`config.mk`:
```
export PLATFORM = sky130hd
export DESIGN_NAME = offchip_rx
export DESIGN_NICKNAME = d
export VERILOG_FILES = /design/src/rtl/offchip_rx.sv
export SDC_FILE = /design/constraint.sdc
export NUM_CORES = 1
export LEC_CHECK = 0
export BUFFER_PORTS_ARGS = -buffer_cell sky130_fd_sc_hd__buf_2
export CAP_MARGIN = 40
export CELL_PAD_IN_SITES_DETAIL_PLACEMENT = 2
export CELL_PAD_IN_SITES_GLOBAL_PLACEMENT = 2
export CORE_ASPECT_RATIO = 1.1
export CORE_MARGIN = 2
export CORE_UTILIZATION = 44
export DETAILED_ROUTE_END_ITERATION = 6
export PLACE_DENSITY = 0.77
export SLEW_MARGIN = 25
export SYNTH_ARGS = -nofsm -noshare
export SYNTH_HDL_FRONTEND = slang
export SYNTH_SLANG_ARGS = --single-unit
```
`constraint.sdc`:
```
create_clock -name clk -period 3.01 [get_ports clk]
set_clock_uncertainty 0.15 [all_clocks]
set_input_delay 0.301 -clock clk [delete_from_list [all_inputs] [get_ports clk]]
set_output_delay 0.301 -clock clk [all_outputs]
set_load 0.005 [all_outputs]
```
`src/rtl/offchip_rx.sv`:
```
// Off-chip 2-bit lane receiver: reassembles 4 symbols into a byte, buffers it in a
// small FIFO, presents it on a registered valid/ready output and returns one credit per byte taken.
module offchip_rx #(
  parameter int DEPTH = 8,
  parameter int PTR_W = 4
) (
  input  logic       clk,
  input  logic       rst,
  input  logic [1:0] lane_data,
  input  logic       lane_valid,
  input  logic       lane_sof,
  output logic [7:0] data_out,
  output logic       valid_out,
  input  logic       ready,
  output logic       credit,
  output logic       overflow,
  output logic       frame_err
);

  localparam int AW = PTR_W - 1;
  localparam logic [PTR_W-1:0] PTR_ONE = {{(PTR_W-1){1'b0}}, 1'b1};
  localparam logic [PTR_W-1:0] PTR_MSB = {1'b1, {(PTR_W-1){1'b0}}};

  logic [1:0]       sym_cnt_q, sym_cnt_d;
  logic [7:0]       part_q, part_d;
  logic [7:0]       byte_done;
  logic             byte_wr;
  logic             sof_err;

  logic [7:0]       mem [DEPTH];
  logic [PTR_W-1:0] wptr_q, rptr_q;
  logic             empty, full, push, pop, fire;

  logic [7:0]       data_q;
  logic             valid_q, credit_q, overflow_q, frame_err_q;

  // Symbol deframer: symbol k carries byte bits k (lane 0) and k+4 (lane 1).
  always_comb begin
    sym_cnt_d = sym_cnt_q;
    part_d    = part_q;
    byte_done = part_q;
    byte_wr   = 1'b0;
    sof_err   = 1'b0;
    if (lane_valid) begin
      if (lane_sof && (sym_cnt_q != 2'd0)) begin
        // Restart on the early sof: the partial byte is discarded.
        sof_err   = 1'b1;
        part_d    = {3'b000, lane_data[1], 3'b000, lane_data[0]};
        sym_cnt_d = 2'd1;
      end else begin
        byte_done[{1'b0, sym_cnt_q}] = lane_data[0];
        byte_done[{1'b1, sym_cnt_q}] = lane_data[1];
        part_d    = byte_done;
        sym_cnt_d = sym_cnt_q + 2'd1;
        byte_wr   = (sym_cnt_q == 2'd3);
      end
    end
  end

  assign empty = (wptr_q == rptr_q);
  assign full  = ((wptr_q ^ rptr_q) == PTR_MSB);
  assign push  = byte_wr && !full;
  assign fire  = ready && valid_q;
  assign pop   = !empty && (!valid_q || fire);

  always_ff @(posedge clk) begin
    if (!rst && push) begin
      mem[wptr_q[AW-1:0]] <= byte_done;
    end
  end

  always_ff @(posedge clk) begin
    if (rst) begin
      sym_cnt_q   <= 2'd0;
      part_q      <= 8'h00;
      wptr_q      <= '0;
      rptr_q      <= '0;
      data_q      <= 8'h00;
      valid_q     <= 1'b0;
      credit_q    <= 1'b0;
      overflow_q  <= 1'b0;
      frame_err_q <= 1'b0;
    end else begin
      sym_cnt_q <= sym_cnt_d;
      part_q    <= part_d;
      credit_q  <= fire;
      if (push) begin
        wptr_q <= wptr_q + PTR_ONE;
      end
      if (byte_wr && full) begin
        overflow_q <= 1'b1;
      end
      if (sof_err) begin
        frame_err_q <= 1'b1;
      end
      if (pop) begin
        data_q  <= mem[rptr_q[AW-1:0]];
        rptr_q  <= rptr_q + PTR_ONE;
        valid_q <= 1'b1;
      end else if (fire) begin
        valid_q <= 1'b0;
      end
    end
  end

  assign data_out  = data_q;
  assign valid_out = valid_q;
  assign credit    = credit_q;
  assign overflow  = overflow_q;
  assign frame_err = frame_err_q;

endmodule
```
Word-level counts from Yosys, hierarchy flattened
Memory sizes are Yosys's and may differ from the RTL's. A register that Yosys moved wholly into a read port is not among the register bits.
Cells that the tools add are included.
- bitwise logic cells: 1
- muxes and demuxes: 18
- add/sub/neg operators: 3
- reductions and logical operators: 15
- $lt $le $gt $ge: 4
- equal/unequal tests: 3
- operator list (kind ; count):
    $mux 8 ; 3
    $bwmux 8 ; 2
    $mux 1 ; 10
    $add 4x1->4 const B ; 2
    $logic_and 1x1->1 ; 8
    $demux 1 s2 ; 2
    $eq 4x4->1 ; 1
    $eq 4x4->1 const B ; 1
    $logic_not 1->1 ; 4
    $lt 2x4->1 const B ; 1
    $lt 3x4->1 const B ; 1
    $reduce_bool 2->1 ; 2
    $xor 4x4->4 ; 1
    $ge 3x1->1 const B ; 1
    $add 2x1->2 const B ; 1
    $eq 2x2->1 const B ; 1
    $ge 2x1->1 const B ; 1
    $mux 2 ; 1
    $logic_or 1x1->1 ; 1
- bits in writable memories: 64
- word-level logic and storage cells: 53
- output and inout port bits: 12
- memories: 1
- register bits: 22
- input port bits: 7
- memories (name ; words ; width ; rd ports ; clocked after memory_dff ; write ports ; RTL line ; text):
    mem ; 8 ; 8 ; 1 ; 1 ; 1 ; 30 ; logic [7:0] mem [DEPTH];

Logic depth before layout (Yosys ltp)
- depth in word-level cells: 8
- depth in mapped cells: 7
- depth with buffers taken out: 6

Worst setup path before layout
Ideal clock, no wire load.
- path kind: reg-to-reg
- start: register sym_cnt_q[0]
- end: memory mem[4][0] (enable)
- cell stages (with the launch flop): 8
- data arrival time: 2.118 ns
- path buffers: 1
- library setup time: 0.395 ns
- path slack: 0.347 ns
- period minus slack after synthesis: 2.663 ns
- required time: 2.465 ns
- cell sequence: dfxtp_1 -> inv_1 -> ha_1 -> nand2b_1 -> nand3_1 -> or2_1 -> buf_2 -> nor4_1
- longest elaborated chain between the ends: 8
- elaborated cells on any way between the ends: 9
- classes of those cells: eq/ne (1); mux (4); reduce/logical (4)
- ends and longest elaborated chain (element ; RTL line ; text):
    start: declaration ; 24 ; logic [1:0] sym_cnt_q, sym_cnt_d;
    start signal: assignment ; 84 ; sym_cnt_q <= sym_cnt_d;
    $reduce_bool 2->1 ; 45 ; if (lane_sof && (sym_cnt_q != 2'd0)) begin
    $logic_and 1x1->1 ; 45 ;
    $mux 1 (*) ; 45 ;
    $mux 1 (*) ; 44 ; if (lane_valid) begin
    $logic_and 1x1->1 (*) ; 62 ; assign push = byte_wr && !full;
    $logic_and 1x1->1 (*) ; 67 ; if (!rst && push) begin
    $mux 1 (*) ; 67 ;
    $mux 1 (not written as such) (*) ; 68 ; mem[wptr_q[AW-1:0]] <= byte_done;
    end: declaration ; 30 ;
Mark *: on every way between the ends. The rest lies on a longest branch, timed or not.

Worst setup path in the final report
- start: register sym_cnt_q[0]
- end: memory mem[6][0] (enable)
Same word-level chain as after synthesis.

==> impl_metrics.toml <==
[placement]
numPortBuffers = 18
dp_hpwl_mm = 6.268
gp_congestion = 0.7228
dpl-instance-area_um2 = 4130

[synthesis]
synth-compound-area-share_pct = 4.765
synth_edf_count = 64
synth_top_family_by_area = "multiplexers"
synth_top_area_share_pct = 49.45
synth_nets = 268
synthSimpleGateAreaFrac_pct = 9.208
synth_ff_type = "edfxtp_1"
synth_cells = 255
synth_cell_types = 41
synthMuxAreaShare_pct = 15.52
yosysSeqAreaShare_pct = 64.91
synthTopCellsByArea = "edfxtp_1 (49%), dfxtp_1 (15%), mux4_2 (5.8%), mux4_1 (4.1%), mux2i_1 (3.3%)"
yosysTopAreaCell = "edfxtp_1"
syn_area_per_cell_um2 = 15.24
synth-adder-area-share_pct = 1.932
async_flop_share_pct = 0
synth_warnings = 0
synth-xor-area-share_pct = 1.352
synth_seq_cells = 94
synthTopCellsByCount = "edfxtp_1 (64), dfxtp_1 (30), nor2_1 (25)"
netlist_area_um2 = 3886
synth_most_common_cell = "edfxtp_1"

[setup_path]
r2r_cells = 7
r2r_slack_ns = 0.57
path_class = "reg -> reg"
crit_required_ns = 2.92
r2r-start = "sym_cnt_q[0]"
worstPathArrival_ns = 2.35
startpoint_type = "flip-flop"
r2r-end = "mem[6][0]"
worstSetupEndpointType = "flip-flop"
worst-path-max-fanout = 8

[layout]
nets = 294
diodes = 0
area_growth_pct = 11.49
fin_area_um2 = 4333
layout-drive-gt1-share_pct = 24.83

[die]
fp.coreArea_um2 = 8496
die_area_um2 = 9601
fp.dieW_um = 93.61
die_y_um = 102.6
rows = 35
num_io_pins = 19
start_util_pct = 45.74

[routing]
drtPass1Iterations = 4
vias = 2241
first_iter_violations = 87
wire_per_inst_um = 23.18
routed_wl_mm = 9.201
vias_per_cell = 5.645
drc = 0
ant_nets = 0

[timing]
min_period_over_period_pct = 81.02
fin_crit_ns = 2.439
rsz0062_at_grt = "false"
fin_setup_tns_ns = 0
maxClockFrequency_mhz = 410.0
slew_headroom_pct = 55.61
hold_viol = 0
report.final.slew_viol_count = 0
worst_slew_pin_slew_ns = 0.6658
setup_viol = 0

[hold_path]
worstHoldEndpoint = "credit"
hold_path_startpoint = "ready"
holdPathStages = 2
hp-class = "in -> reg"

[clocking]
cts_resized = 0
numCtsBuffers = 9
clk_path_buf_depth = 2
cts_tree = "done"
htree_levels = 3
cts.sinks = 94
cts.reportedPaths.clkPinSlew_ns = 0.10
post-cts-setup-buffers = 0
holdBufCountCts = 0
root_buffer = "clkbuf_8"
clk_latency_ns = 0.36

[power]
p_per_area_nw_per_um2 = 609.1
ir_worst_vdd_mv = 0.2739
finalPower_uw = 2639
p_leak_uw = 0.001510

[global_routing]
antenna_found_initial = 0
grt_max_degree = 36
overflow = 0
grtUsageTotal_pct = 20.64
grt_pass1_wl_mm = 14.40
grt_pass1_vias = 2472

[run_status]
status = "finished, final reports clean"

[run]
cap_violations = 0
[area by class of cell]
class,count,area [um2]
Clock buffer,9,123.9
Clock inverter,7,78.83
Fill cell,795,4163
Inverter,2,7.507
Multi-Input combinational cell,144,1281
Sequential cell,94,2522
Tap cell,111,138.9
Timing Repair Buffer,30,180.2
[where the power goes]
group	leakage, uW	switching [uW]	internal [uW]
sequential	0.000856	26.2	1430
combinational	0.000562	179	141
clock	0.0000929	473	393
[layout by cell type (no fill, tap or decap), types with 8 or more instances in the layout]
master / count
buf_4: 12
clkbuf_8: 9
nand2_1: 10
nor2_1: 25
a211oi_1: 8
buf_2: 18
mux4_2: 10
mux2i_1: 13
edfxtp_1: 64
mux2_2: 8
dfxtp_1: 30
[per-stage QoR]
stage / cells / hold slack (ns) / setup WS (ns) / util, %
2_1_floorplan: 255 / 0.2866 / 0.3470 / -
3_3_place_gp: 381 / 0.2935 / 0.6978 / 48.62
3_5_place_dp: 381 / 0.3135 / 0.5714 / 48.62
4_1_cts: 397 / 0.03530 / 0.5498 / 51.00
5_1_grt: 397 / 0.04779 / 0.4573 / 51.00
6_report: 397 / 0.05222 / 0.5712 / 51.00
[how the worst max path moves through the flow]
| stage | startpoint | end |
|---|---|---|
| 6_report | sym_cnt_q[0] | mem[6][0] |
| 5_1_grt | sym_cnt_q[0] | mem[1][2] |
| 4_1_cts | sym_cnt_q[0] | mem[1][0] |
| 3_5_place_dp | sym_cnt_q[0] | mem[1][1] |
| 3_3_place_gp | sym_cnt_q[0] | mem[1][4] |
| 2_1_floorplan | sym_cnt_q[0] | mem[4][0] |
[critical path: stages (launching register included)]
cell and delay (ns):
dfxtp_1 0.37, inv_1 0.09, ha_1 0.20, nand2b_1 0.15, nand3_1 0.22, or2_1 0.42, nor3_1 0.28, buf_4 0.25
[sequential cells by signal, summed over array words and instances (netlist names)]
signal	cells
valid_out	1
rptr_q	4
overflow	1
sym_cnt_q	2
wptr_q	4
credit	1
part_q	8
frame_err	1
data_out	8
mem	64
[routing by layer]
metal	vias to the layer above	global-route usage, %	wire length [um]	share of wire, %
li1	1029	-	-	-
met3	6	3.582	181	2.0
met4	0	5.574	97	1.1
met5	-	0	0	0
met2	35	37.02	4848	53
met1	1171	26.11	4073	44
[cells by family (layout without fill, tap and decap cells)]
| logic type | count (synthesis) | after routing |
|---|---|---|
| XOR/XNOR | 6 | 6 |
| adder cells (fa/ha/maj) | 6 | 6 |
| multiplexers | 37 | 37 |
| flip-flops | 94 | 94 |
| AO/OA/AOI/OAI | 27 | 27 |
| AND/OR/NAND/NOR | 68 | 68 |
| buffers and inverters | 17 | 48 |
Note: power is estimated with default switching activity, not from simulation.
